### config.mk
export PLATFORM = sky130hd
export DESIGN_NAME = mem_access_unit
export DESIGN_NICKNAME = d
export VERILOG_FILES = /design/src/rtl/mem_access_pkg.sv /design/src/rtl/mem_access_unit_load_extend.sv /design/src/rtl/mem_access_unit.sv
export SDC_FILE = /design/constraint.sdc
export NUM_CORES = 1
export LEC_CHECK = 0
export CAP_MARGIN = 15
export CORE_MARGIN = 1.5
export CORE_UTILIZATION = 51
export CTS_BUF_LIST = sky130_fd_sc_hd__clkbuf_4 sky130_fd_sc_hd__clkbuf_8
export DETAILED_ROUTE_END_ITERATION = 10
export PLACE_DENSITY = 0.85
export SLEW_MARGIN = 20
export SYNTH_ARGS = -nofsm -noshare
export SYNTH_HDL_FRONTEND = slang
export SYNTH_SLANG_ARGS = --single-unit
### constraint.sdc
create_clock -name clk -period 12.3 [get_ports clk]
set_input_delay 1.845 -clock clk [delete_from_list [all_inputs] [get_ports clk]]
set_output_delay 1.845 -clock clk [all_outputs]
set_load 0.005 [all_outputs]
### src/rtl/mem_access_pkg.sv
// Shared types and decode helpers for the MEM-stage data-memory access controller.
package mem_access_pkg;

  typedef enum logic [1:0] {
    ST_IDLE   = 2'd0,
    ST_ACCESS = 2'd1,
    ST_DONE   = 2'd2
  } state_t;

  localparam logic [2:0] F3_LB  = 3'b000;
  localparam logic [2:0] F3_LH  = 3'b001;
  localparam logic [2:0] F3_LW  = 3'b010;
  localparam logic [2:0] F3_LBU = 3'b100;
  localparam logic [2:0] F3_LHU = 3'b101;

  localparam logic [1:0] SZ_B = 2'b00;
  localparam logic [1:0] SZ_H = 2'b01;
  localparam logic [1:0] SZ_W = 2'b10;

  // Store enable takes priority; an illegal store size suppresses the access even if a load is also flagged.
  function automatic logic op_valid(input logic [3:0] rd, input logic [2:0] wr);
    logic v;
    v = 1'b0;
    if (wr[2]) begin
      v = (wr[1:0] != 2'b11);
    end else if (rd[3]) begin
      case (rd[2:0])
        F3_LB, F3_LH, F3_LW, F3_LBU, F3_LHU: v = 1'b1;
        default:                             v = 1'b0;
      endcase
    end
    return v;
  endfunction

  function automatic logic is_aligned(input logic [1:0] size, input logic [1:0] a);
    logic ok;
    case (size)
      SZ_H:    ok = (a[0] == 1'b0);
      SZ_W:    ok = (a == 2'b00);
      default: ok = 1'b1;
    endcase
    return ok;
  endfunction

  function automatic logic [3:0] lane_be(input logic [1:0] size, input logic [1:0] a);
    logic [3:0] be;
    case (size)
      SZ_B:    be = 4'b0001 << a;
      SZ_H:    be = a[1] ? 4'b1100 : 4'b0011;
      default: be = 4'b1111;
    endcase
    return be;
  endfunction

endpackage

### src/rtl/mem_access_unit_load_extend.sv
// Load lane selection and sign/zero extension of the returned memory word.
module load_extend
  import mem_access_pkg::*;
(
  input  logic [31:0] i_rdata,
  input  logic [1:0]  i_addr_lo,
  input  logic [2:0]  i_funct3,
  output logic [31:0] o_data
);

  logic [7:0]  w_byte;
  logic [15:0] w_half;

  always_comb begin
    w_byte = i_rdata[7:0];
    case (i_addr_lo)
      2'd1:    w_byte = i_rdata[15:8];
      2'd2:    w_byte = i_rdata[23:16];
      2'd3:    w_byte = i_rdata[31:24];
      default: w_byte = i_rdata[7:0];
    endcase
  end

  assign w_half = i_addr_lo[1] ? i_rdata[31:16] : i_rdata[15:0];

  always_comb begin
    o_data = 32'd0;
    case (i_funct3)
      F3_LB:   o_data = {{24{w_byte[7]}}, w_byte};
      F3_LH:   o_data = {{16{w_half[15]}}, w_half};
      F3_LW:   o_data = i_rdata;
      F3_LBU:  o_data = {24'd0, w_byte};
      F3_LHU:  o_data = {16'd0, w_half};
      default: o_data = 32'd0;
    endcase
  end

endmodule

### src/rtl/mem_access_unit.sv
// MEM-stage controller: turns RV32 loads/stores into word-aligned, byte-enabled
// req/ack transactions, stalling the pipeline until each access completes.
module mem_access_unit
  import mem_access_pkg::*;
#(
  parameter int TIMEOUT_CYCLES = 255
) (
  input  logic        clk,
  input  logic        rst,
  input  logic [3:0]  mem_read_in,
  input  logic [2:0]  mem_write_in,
  input  logic [31:0] addr_in,
  input  logic [31:0] store_data_in,
  input  logic        pipe_hold_in,
  output logic        dmem_req,
  output logic        dmem_we,
  output logic [31:0] dmem_addr,
  output logic [3:0]  dmem_be,
  output logic [31:0] dmem_wdata,
  input  logic [31:0] dmem_rdata,
  input  logic        dmem_ack,
  output logic [31:0] load_data_out,
  output logic        stall_out,
  output logic        misaligned_out,
  output logic        bus_err_out
);

  localparam logic [15:0] CNT_LAST = 16'(TIMEOUT_CYCLES - 1);

  state_t      r_state;
  state_t      w_state_next;
  logic [15:0] r_cnt;
  logic        r_req;
  logic        r_we;
  logic [31:0] r_addr;
  logic [3:0]  r_be;
  logic [31:0] r_wdata;
  logic [31:0] r_load_data;
  logic        r_misaligned;
  logic        r_bus_err;
  logic        r_is_load;
  logic [2:0]  r_funct3;
  logic [1:0]  r_lane;

  logic        w_valid;
  logic        w_is_store;
  logic [1:0]  w_size;
  logic        w_aligned;
  logic [31:0] w_wdata;
  logic        w_timeout;
  logic        w_stall;
  logic [31:0] w_ext;

  assign w_valid    = op_valid(mem_read_in, mem_write_in);
  assign w_is_store = mem_write_in[2];
  assign w_size     = w_is_store ? mem_write_in[1:0] : mem_read_in[1:0];
  assign w_aligned  = is_aligned(w_size, addr_in[1:0]);
  // An ack in the final wait cycle takes precedence over the timeout.
  assign w_timeout  = (r_cnt == CNT_LAST) && !dmem_ack;

  always_comb begin
    case (w_size)
      SZ_B:    w_wdata = {4{store_data_in[7:0]}};
      SZ_H:    w_wdata = {2{store_data_in[15:0]}};
      default: w_wdata = store_data_in;
    endcase
  end

  load_extend u_load_extend (
    .i_rdata   (dmem_rdata),
    .i_addr_lo (r_lane),
    .i_funct3  (r_funct3),
    .o_data    (w_ext)
  );

  always_ff @(posedge clk or posedge rst) begin
    if (rst) r_state <= ST_IDLE;
    else     r_state <= w_state_next;
  end

  always_comb begin
    w_state_next = r_state;
    w_stall      = 1'b0;
    case (r_state)
      ST_IDLE: begin
        if (w_valid) begin
          w_stall      = 1'b1;
          w_state_next = w_aligned ? ST_ACCESS : ST_DONE;
        end
      end
      ST_ACCESS: begin
        w_stall = 1'b1;
        if (dmem_ack || w_timeout) w_state_next = ST_DONE;
      end
      ST_DONE: begin
        if (!pipe_hold_in) w_state_next = ST_IDLE;
      end
      default: w_state_next = ST_IDLE;
    endcase
  end

  always_ff @(posedge clk or posedge rst) begin
    if (rst) begin
      r_cnt        <= 16'd0;
      r_req        <= 1'b0;
      r_we         <= 1'b0;
      r_addr       <= 32'd0;
      r_be         <= 4'd0;
      r_wdata      <= 32'd0;
      r_load_data  <= 32'd0;
      r_misaligned <= 1'b0;
      r_bus_err    <= 1'b0;
      r_is_load    <= 1'b0;
      r_funct3     <= 3'd0;
      r_lane       <= 2'd0;
    end else begin
      case (r_state)
        ST_IDLE: begin
          if (w_valid) begin
            if (w_aligned) begin
              r_req     <= 1'b1;
              r_we      <= w_is_store;
              r_addr    <= {addr_in[31:2], 2'b00};
              r_be      <= lane_be(w_size, addr_in[1:0]);
              r_wdata   <= w_wdata;
              r_is_load <= !w_is_store;
              r_funct3  <= mem_read_in[2:0];
              r_lane    <= addr_in[1:0];
              r_cnt     <= 16'd0;
            end else begin
              r_misaligned <= 1'b1;
            end
          end
        end
        ST_ACCESS: begin
          r_cnt <= r_cnt + 16'd1;
          if (dmem_ack) begin
            r_req <= 1'b0;
            if (r_is_load) r_load_data <= w_ext;
          end else if (w_timeout) begin
            r_req       <= 1'b0;
            r_bus_err   <= 1'b1;
            r_load_data <= 32'd0;
          end
        end
        ST_DONE: begin
          if (!pipe_hold_in) begin
            r_misaligned <= 1'b0;
            r_bus_err    <= 1'b0;
          end
        end
        default: ;
      endcase
    end
  end

  assign dmem_req       = r_req;
  assign dmem_we        = r_we;
  assign dmem_addr      = r_addr;
  assign dmem_be        = r_be;
  assign dmem_wdata     = r_wdata;
  assign load_data_out  = r_load_data;
  assign misaligned_out = r_misaligned;
  assign bus_err_out    = r_bus_err;
  assign stall_out      = w_stall && !rst;

endmodule

==> metrics.txt <==
WL final 17,800 um; area growth from synthesis to layout 41.8%; # DRC 13; setup TNS 0 ns; global placer's final weighted congestion slightly above 0.9; worst-margin pin slew ~1 ns; CP peak stage delay a little over 0.6 ns; Worst slew margin 32.8%; CP Launch Type primary input; PwrDens between 200 and 250 mW/mm2; Slowest cell on crit path clkdlybuf4s50_1; CTS resizes 0; Final nets 953; Hold Vio Cnt, Final 0; final cell count without fillers approximately 1,000; antenna-violating nets left 0; Peak VDD IR approximately 0.14 mV; post-CTS setup buffers 0; chip width roughly 110 um; critical path's most frequent cell clkdlybuf4s50_1; hold_buf cts 0; Die ar. roughly 0.013 mm2; FF-to-FF Start r_lane[1]; Min-Delay Path Depth 2; H-tree levels 4; Final Max Tran Viols 0; wire per inst ~18 um; number of synthesis warnings 0; reg2reg end load_data_out[15]; Fillers 769; most frequent cells in the layout clkdlybuf4s50_1 (209), nand2_1 (163), dfrtp_1 (126), nor2_1 (39); Initial DRT Pass Iterations 8; RSZ-0062 raised after global routing false; Yosys reg bits approximately 130; Synth cell types 54; Max FO, Critical Path 7; CP delay by family, top buffers and inverters; Post-Syn Area between 0.006 and 0.007 mm2; global-route wire length before repair between 20,000 and 30,000 um; worst path bufs/invs 2; via count 5,766; n_diodes 0; R2R cell count 5; hold wc startpoint dmem_addr[23]; CP Capture Type output pin; WP data required 10.45 ns; initial antenna violation count 0; CTS Buf Count 17; outcome finished, violations left; Post-Syn Area per Cell ~9.3 um2; r2r setup slk between 9 and 10 ns; period utilization between 40 and 50%; starting DRC count in detailed routing 424; Inst Count DP 965; commonest non-fill, non-tap cell in the layout clkdlybuf4s50_1; worst hold endpoint dmem_addr[23]; clock sink total about 130; clock root cell clkbuf_8; GRT Overall Usage 28.5%; Max clock buf depth 2; Synth area leader dfrtp_1; Hold Crit Class register to register; Starting Density a little over half; crit path time final between 5 and 6 ns; violated checks design-rule violations; row count 39; MaxCap Viol Count 0; port bufs around 210; dominant cells by area after synthesis dfrtp_1 (52%), nand2_1 (10%), mux2i_1 (3.9%); Chip Height roughly 110 um; Fmax approximately 180 MHz; Ports between 200 and 250; clock-pin slew on the worst setup and hold paths roughly 0.070 ns; sequential share of the synthesized area 51.5%; dominant synthesized flop cell dfrtp_1; fraction of layout cells with a size suffix above 1 under 10%; Leak approximately 3.9 nW; Crit Path Class primary input to output pin; largest net degree at the start of global routing between 80 and 90; CP cell instances clkdlybuf4s50_1 > nand2b_1 > o221a_2 > nor2_1 > nor3_1 > clkdlybuf4s50_1; WP data arrival 3.66 ns; Async S/R FF share, synth 100%; Core ar. 0.0116 mm2; Setup violations, final 0; remaining global-route overflow 0; DP HPWL about 13,000 um; CTS tree yes; clock skew roughly 0.012 ns; EDFF count, synth 0; vias per cell 5.78; Cells after Synth ~660; Synth top area share about half; vias in the first global route 5,725; clk_lat worst skew 0.44 ns
Yosys cell counts, drive strengths merged (7+ instances only):
cell and n:
and2 7, o211ai 10, a21oi 27, nor3 10
nor2 40, a31oi 11, nand3 9, buf 20
or3 8, inv 17, a22o 16, a221oi 18
o22ai 8, o21ai 28, a21o 17, nand2 163
dfrtp 126, a22oi 8, o2bb2ai 9, mux2i 24
clkbuf 27
cells by family (layout without fill, tap and decap cells):
group           count (synthesis)  after routing  synth area share (%)
simple gates                  264            264                  18.9
compound gates                169            169                  19.8
flops                         126            126                  51.5
buf+inv                        64            262                  4.40
mux                            25             25                  4.11
fa+ha+maj                       5              5                  1.02
other cells                     1              2                0.0613
xor+xnor                        1              1                 0.143
flip-flops by register name, summed over array words and instances (netlist names):
name,cells
dmem_wdata,32
load_data_out,32
dmem_addr,30
r_cnt,16
dmem_be,4
r_funct3,3
r_lane,2
r_state,2
bus_err_out,1
dmem_req,1
dmem_we,1
misaligned_out,1
r_is_load,1
worst max-delay path by stage:
stage / from / end / slack [ns] / cells past startpoint
after CTS: mem_write_in[2] / stall_out / 6.80 / 6
after global placement: mem_write_in[2] / stall_out / 6.80 / 6
final: mem_write_in[2] / stall_out / 6.80 / 6
after global routing: mem_write_in[2] / stall_out / 6.71 / 6
after floorplan: rst / bus_err_out / 7.10 / 1
after detailed placement: mem_write_in[2] / dmem_wdata[9] / 6.76 / 10
worst min-delay path, stage by stage (launching register included):
cell and delay, ns:
dfrtp_1 0.34, nand2_1 0.05, nand2_1 0.06
metal layers:
metal	share of wire [%]	GRT usage (%)	up-vias
met1	39	34.9	2779
met4	2.0	8.95	0
met3	9.4	9.99	32
met2	49	47.4	285
met5	0	0	-
li1	-	-	2670
layout make-up:
class                   count  area (um2)  share of cell area, %
repair buffers            213        2130                   24.5
inverters                  17        66.3                  0.765
well taps                 143         179                   2.06
flip-flops and latches    126        3150                   36.4
clock buffers              22         297                   3.42
clock inverters            10         135                   1.56
multi-input cells         466        2720                   31.3
report_power, final:
part	switching [mW]	total [mW]	internal (mW)
Combinational	0.353	0.826	0.472
Clock	0.162	0.385	0.223
Sequential	0.146	0.728	0.582
Total	0.662	1.94	1.28
metrics by stage:
step / setup WS [ns] / power [mW] / utilization (%) / area (um2) / hold slack (ns)
after global placement: 6.80 / 1.52 / 71.2 / 8230 / 0.459
after detailed placement: 6.76 / 1.55 / 71.2 / 8230 / 0.462
after CTS: 6.80 / 1.95 / 74.9 / 8660 / 0.478
after floorplan: 7.10 / 1.10 / - / 6120 / 0.456
after global routing: 6.71 / 2.06 / 75.0 / 8670 / 0.505
final: 6.80 / 1.94 / 75.0 / 8670 / 0.479
(Power assumes the default switching activity.)
